### src/rtl/pipelined_adder_pkg.sv
// rtl/pipelined_adder_pkg.sv - shared constants and configuration check for the pipelined adder
package pipelined_adder_pkg;

    localparam int DEFAULT_WIDTH  = 32;
    localparam int DEFAULT_STAGES = 4;

    // Legal only when the operand splits into equal non-empty slices.
    function automatic bit stages_divide_width(input int n, input int stages);
        return (stages > 0) && (stages <= n) && ((n % stages) == 0);
    endfunction

endpackage

### src/rtl/pipelined_adder_slice.sv
// rtl/pipelined_adder_slice.sv - W-bit combinational a+b+ci slice
// Ports:
//   a, b   : W-bit slice operands (b already inverted for subtraction)
//   ci     : carry into bit 0 of the slice
//   sum    : W-bit slice result
//   co     : carry out of the slice MSB
//   c_msb  : carry into the slice MSB (signed overflow = c_msb ^ co in the top slice)
module adder_slice #(
    parameter int W = 8
) (
    input  logic [W-1:0] a,
    input  logic [W-1:0] b,
    input  logic         ci,
    output logic [W-1:0] sum,
    output logic         co,
    output logic         c_msb
);

    logic [W:0] full;

    assign full  = {1'b0, a} + {1'b0, b} + {{W{1'b0}}, ci};
    assign sum   = full[W-1:0];
    assign co    = full[W];
    // The sum bit is a ^ b ^ carry-in, so the carry into the MSB falls out of it.
    assign c_msb = sum[W-1] ^ a[W-1] ^ b[W-1];

endmodule

### src/rtl/pipelined_adder.sv
// rtl/pipelined_adder.sv - skewed-pipeline N-bit add/subtract with valid/ready handshake
// Ports:
//   clk, rst             : clock, synchronous active-high reset
//   in_valid / in_ready  : operand handshake (in_ready = pipeline advance enable)
//   a, b, cin, sub       : operands; sub=1 computes a-b and ignores cin
//   out_valid / out_ready: result handshake
//   y, cout, ovf         : result mod 2^N, carry out of bit N-1, signed overflow
module pipelined_adder
    import pipelined_adder_pkg::*;
#(
    parameter int N      = DEFAULT_WIDTH,
    parameter int STAGES = DEFAULT_STAGES
) (
    input  logic         clk,
    input  logic         rst,
    input  logic         in_valid,
    output logic         in_ready,
    input  logic [N-1:0] a,
    input  logic [N-1:0] b,
    input  logic         cin,
    input  logic         sub,
    output logic         out_valid,
    input  logic         out_ready,
    output logic [N-1:0] y,
    output logic         cout,
    output logic         ovf
);

    localparam int W = N / STAGES;

    if (!stages_divide_width(N, STAGES)) begin : g_bad_cfg
        $fatal(1, "pipelined_adder: N must be a positive multiple of STAGES");
    end

    // *_s: inputs seen by stage k this cycle; *_q: registers owned by stage k.
    logic [N-1:0] a_s [STAGES];
    logic [N-1:0] b_s [STAGES];
    logic [N-1:0] r_s [STAGES];
    logic         c_s [STAGES];
    logic         v_s [STAGES];
    logic         cm_s [STAGES];

    logic [N-1:0] a_q [STAGES];
    logic [N-1:0] b_q [STAGES];
    logic [N-1:0] r_q [STAGES];
    logic         c_q [STAGES];
    logic         v_q [STAGES];
    logic         ovf_q;

    logic en;

    // The whole pipeline moves together; it only freezes when a result is
    // waiting and downstream refuses it. Bubbles are not squeezed out.
    assign en       = !v_q[STAGES-1] || out_ready;
    assign in_ready = en;

    for (genvar k = 0; k < STAGES; k++) begin : g_stage
        if (k == 0) begin : g_first
            // Subtraction is a + ~b + 1: invert b and force the carry-in.
            assign a_s[k] = a;
            assign b_s[k] = sub ? ~b : b;
            assign c_s[k] = sub | cin;
            assign r_s[k] = '0;
            assign v_s[k] = in_valid;
        end else begin : g_next
            assign a_s[k] = a_q[k-1];
            assign b_s[k] = b_q[k-1];
            assign c_s[k] = c_q[k-1];
            assign r_s[k] = r_q[k-1];
            assign v_s[k] = v_q[k-1];
        end

        logic [W-1:0] sum;
        logic         co;
        logic [N-1:0] r_next;
        logic [N-1:0] a_r;
        logic [N-1:0] b_r;
        logic [N-1:0] r_r;
        logic         c_r;
        logic         v_r;

        adder_slice #(.W(W)) u_slice (
            .a     (a_s[k][k*W +: W]),
            .b     (b_s[k][k*W +: W]),
            .ci    (c_s[k]),
            .sum   (sum),
            .co    (co),
            .c_msb (cm_s[k])
        );

        // Lower slices were resolved by earlier stages; splice this slice in.
        always_comb begin
            r_next = r_s[k];
            r_next[k*W +: W] = sum;
        end

        // Operands travel whole down the pipe; each stage only reads its own
        // slice, so bits already consumed are simply ignored downstream.
        always_ff @(posedge clk) begin
            if (rst) begin
                a_r <= '0;
                b_r <= '0;
                r_r <= '0;
                c_r <= 1'b0;
                v_r <= 1'b0;
            end else if (en) begin
                a_r <= a_s[k];
                b_r <= b_s[k];
                r_r <= r_next;
                c_r <= co;
                v_r <= v_s[k];
            end
        end

        assign a_q[k] = a_r;
        assign b_q[k] = b_r;
        assign r_q[k] = r_r;
        assign c_q[k] = c_r;
        assign v_q[k] = v_r;

        if (k == STAGES - 1) begin : g_last
            always_ff @(posedge clk) begin
                if (rst) begin
                    ovf_q <= 1'b0;
                end else if (en) begin
                    ovf_q <= cm_s[k] ^ co;
                end
            end
        end
    end

    assign out_valid = v_q[STAGES-1];
    assign y         = r_q[STAGES-1];
    assign cout      = c_q[STAGES-1];
    assign ovf       = ovf_q;

endmodule

### config.mk
export PLATFORM = sky130hd
export DESIGN_NAME = pipelined_adder
export DESIGN_NICKNAME = d
export VERILOG_FILES = /design/src/rtl/pipelined_adder_pkg.sv /design/src/rtl/pipelined_adder_slice.sv /design/src/rtl/pipelined_adder.sv
export SDC_FILE = /design/constraint.sdc
export NUM_CORES = 1
export LEC_CHECK = 0
export CORE_MARGIN = 3
export CORE_UTILIZATION = 41
export CTS_CLUSTER_SIZE = 14
export DETAILED_ROUTE_END_ITERATION = 12
export PLACE_DENSITY = 0.67
export SLEW_MARGIN = 20
export SYNTH_ARGS = -nofsm -noshare
export SYNTH_HDL_FRONTEND = slang
export SYNTH_SLANG_ARGS = --single-unit
### constraint.sdc
create_clock -name clk -period 3.6 [get_ports clk]
set_clock_uncertainty 0.15 [all_clocks]
set_input_delay 0.72 -clock clk [delete_from_list [all_inputs] [get_ports clk]]
set_output_delay 0.72 -clock clk [all_outputs]
set_load 0.1 [all_outputs]
==> out/results.ini <==
[outcome]
status = completed

[routing]
vias = 6273
ant_nets = 0
drc_errors = 0
drt_iter0_markers = 492
wirelength_um = 16900
via_per_inst = 4.93
wire_per_inst_um = 13.3
first_pass_iters = 4

[synth]
yosys.cell_types.count = 41
avgSynthCellArea_um2 = 8.18
yosysSeqAreaShare_pct = 47.1
synth_edf_count = 0
synth_area_um2 = 7860
ys_seq_elements = 185
ys_async_sr_fraction_pct = 0
synth_top_flop_cell = dfxtp_1
syn_nets = 1067
syn_inst = 961
yosysWarnings = 0

[job]
drv_cap = 0

[clock_tree]
cts_setup_buffers = 0
cts_made_buffers = 17
cts_sinks = 185
cts-htree-levels = 4
clk_path_buf_depth = 2
cts_resized = 0
cts_hold_buf = 0
cts_tree = yes
cts-root-buf = clkbuf_16
worstSkewPairLatency_ns = 0.42
clk_pin_slew_ns = 0.07

[floorplan]
chipWidth_um = 144
dieArea_um2 = 20900
core_um2 = 18400
initial_core_util_pct = 42.7
num_rows = 49
ios = 106
fp.dieH_um = 144

[setup_path]
slowest_delay_ns = 1.13
crit_start = y[0]
cpLargestDelayFamily = buffers and inverters
required_ns = 2.73
cpMaxStageDelayCell = clkdlybuf4s50_1
critPathMaxFanout = 2
crit_buf_inv = 1
critPathLaunchType = flop
path_cells = clkdlybuf4s50_1
worstSetupPathType = flop to output pin
arrival_ns = 1.89
end_kind = output pin
r2r_start = g_stage[2].b_r[24]

[placed_design]
port_buffers = 105
preCtsSetupSlack_ns = 0.512
place_hpwl_um = 11100
placed_cells = 1239
globalplace.congestion = 0.794

[grt]
gr-usage-met2_pct = 22.7
busiest_layer = met1
grt_overflow = 0
use_met3_pct = 2.74
grt_first_pass_wirelength_um = 28100
grtUsageMet1_pct = 26.1
track_usage_pct = 16.5
antenna_found_initial = 1
grt_max_degree = 170
grt_pass1_vias = 5653

[sta]
worst_pin_slew_ns = 0.974
rsz0062_at_grt = false
finalSetupTns_ns = 0
setup_viol = 0
maxSlewViolCount = 0
setup_slack_ns = 0.844
period_needed_ns = 2.76
hold_violations = 0
fin_crit_sh_pct = 76.6
slew_headroom_pct = 34.9
fmax_ghz = 0.363

[power_and_ir_drop]
p_leak_nw = 3.85
finalPower_mw = 4.86
power_density_nw_per_um2 = 505
ir_drop_mv = 0.286

[min_path]
min-delay-start = y[26]
hold_class = flop to flop

[cells_and_area]
instances_no_fill = 1272
layout_commonest_cell = nand2_1
final_layout_size_suffix_gt1_share_pct = 7.58
area_growth_pct = 22.3
utilization_pct = 52.2
nFillCells = 1771
layout_common_cells = 290 x nand2_1, 185 x dfxtp_1, 153 x a21oi_1, 73 x clkdlybuf4s50_1, 40 x nor2_1
nNetsFinal = 1135

## cell families (layout without fill, tap and decap cells)
logic type / after synthesis / count (layout) / synth area share [%]
AO/OA/AOI/OAI: 232 / 232 / 17.2
buffers and inverters: 85 / 166 / 4.17
multiplexers: 2 / 2 / 0.255
flip-flops: 185 / 185 / 47.1
adder cells (fa/ha/maj): 36 / 36 / 6.50
AND/OR/NAND/NOR: 373 / 373 / 19.2
XOR/XNOR: 48 / 48 / 5.53
other: 0 / 1 / 0
## per-layer routing
metal / vias up / share of wire (%)
li1: 3333 / -
met1: 2814 / 53
met2: 116 / 42
met3: 10 / 3.6
met4: 0 / 0.75
met5: - / 0
## sequential cells by signal, summed over array words and instances, names as in the netlist
register     flops
g_stage.a_r     48
g_stage.c_r      3
ovf              1
g_stage.v_r      3
cout             1
g_stage.r_r     48
out_valid        1
g_stage.b_r     48
y               32
## cells in the mapped netlist (3+ instances only)
master,n,area share (%)
xor2_1,15,1.7
nor2_1,40,1.9
o21a_1,4,0.38
a211oi_1,32,3.1
fa_1,8,2.0
a21oi_1,153,9.7
nand2b_1,8,0.64
dfxtp_1,185,47
o21ai_1,12,0.76
xnor2_1,32,3.6
o21ai_0,5,0.32
nand2_1,290,14
buf_1,18,0.86
or4_1,3,0.29
nor4b_1,6,0.67
a21o_1,6,0.57
o211ai_1,4,0.38
clkbuf_1,41,2.0
nand3_1,11,0.70
inv_1,18,0.86
buf_2,7,0.45
a31oi_1,5,0.40
o211a_1,3,0.38
ha_1,28,4.5
nor2b_1,6,0.48
## path summary, 6_finish.rpt
kind	cells after the start	slack, ns	endpoint
min reg2reg	2	0.30	y[26]
max	1	0.84	y[0]
max reg2reg	9	1.25	ovf
min	2	0.30	y[26]
## report_power, final
part	leakage (nW)	switching (mW)	internal (mW)
combinational	2.03	0.375	0.264
clock	0.301	0.829	1.13
sequential	1.52	0.0725	2.18
## stage by stage
stage          hold WS (ns)  area (um2)
6_report              0.299        9610
5_1_grt               0.316        9610
4_1_cts               0.303        9610
3_5_place_dp          0.293        8980
3_3_place_gp          0.288        8980
2_1_floorplan         0.282        7860
## final cells by class
type / count / area, um2 / area share [%]
multi-input cells: 691 / 3830 / 39.9
flip-flops and latches: 185 / 3700 / 38.5
clock inverters: 14 / 183 / 1.90
well taps: 229 / 287 / 2.98
inverters: 19 / 76.3 / 0.794
clock buffers: 18 / 439 / 4.57
diodes: 1 / 2.50 / 0.0260
repair buffers: 115 / 1080 / 11.3
(Power assumes the default switching activity.)
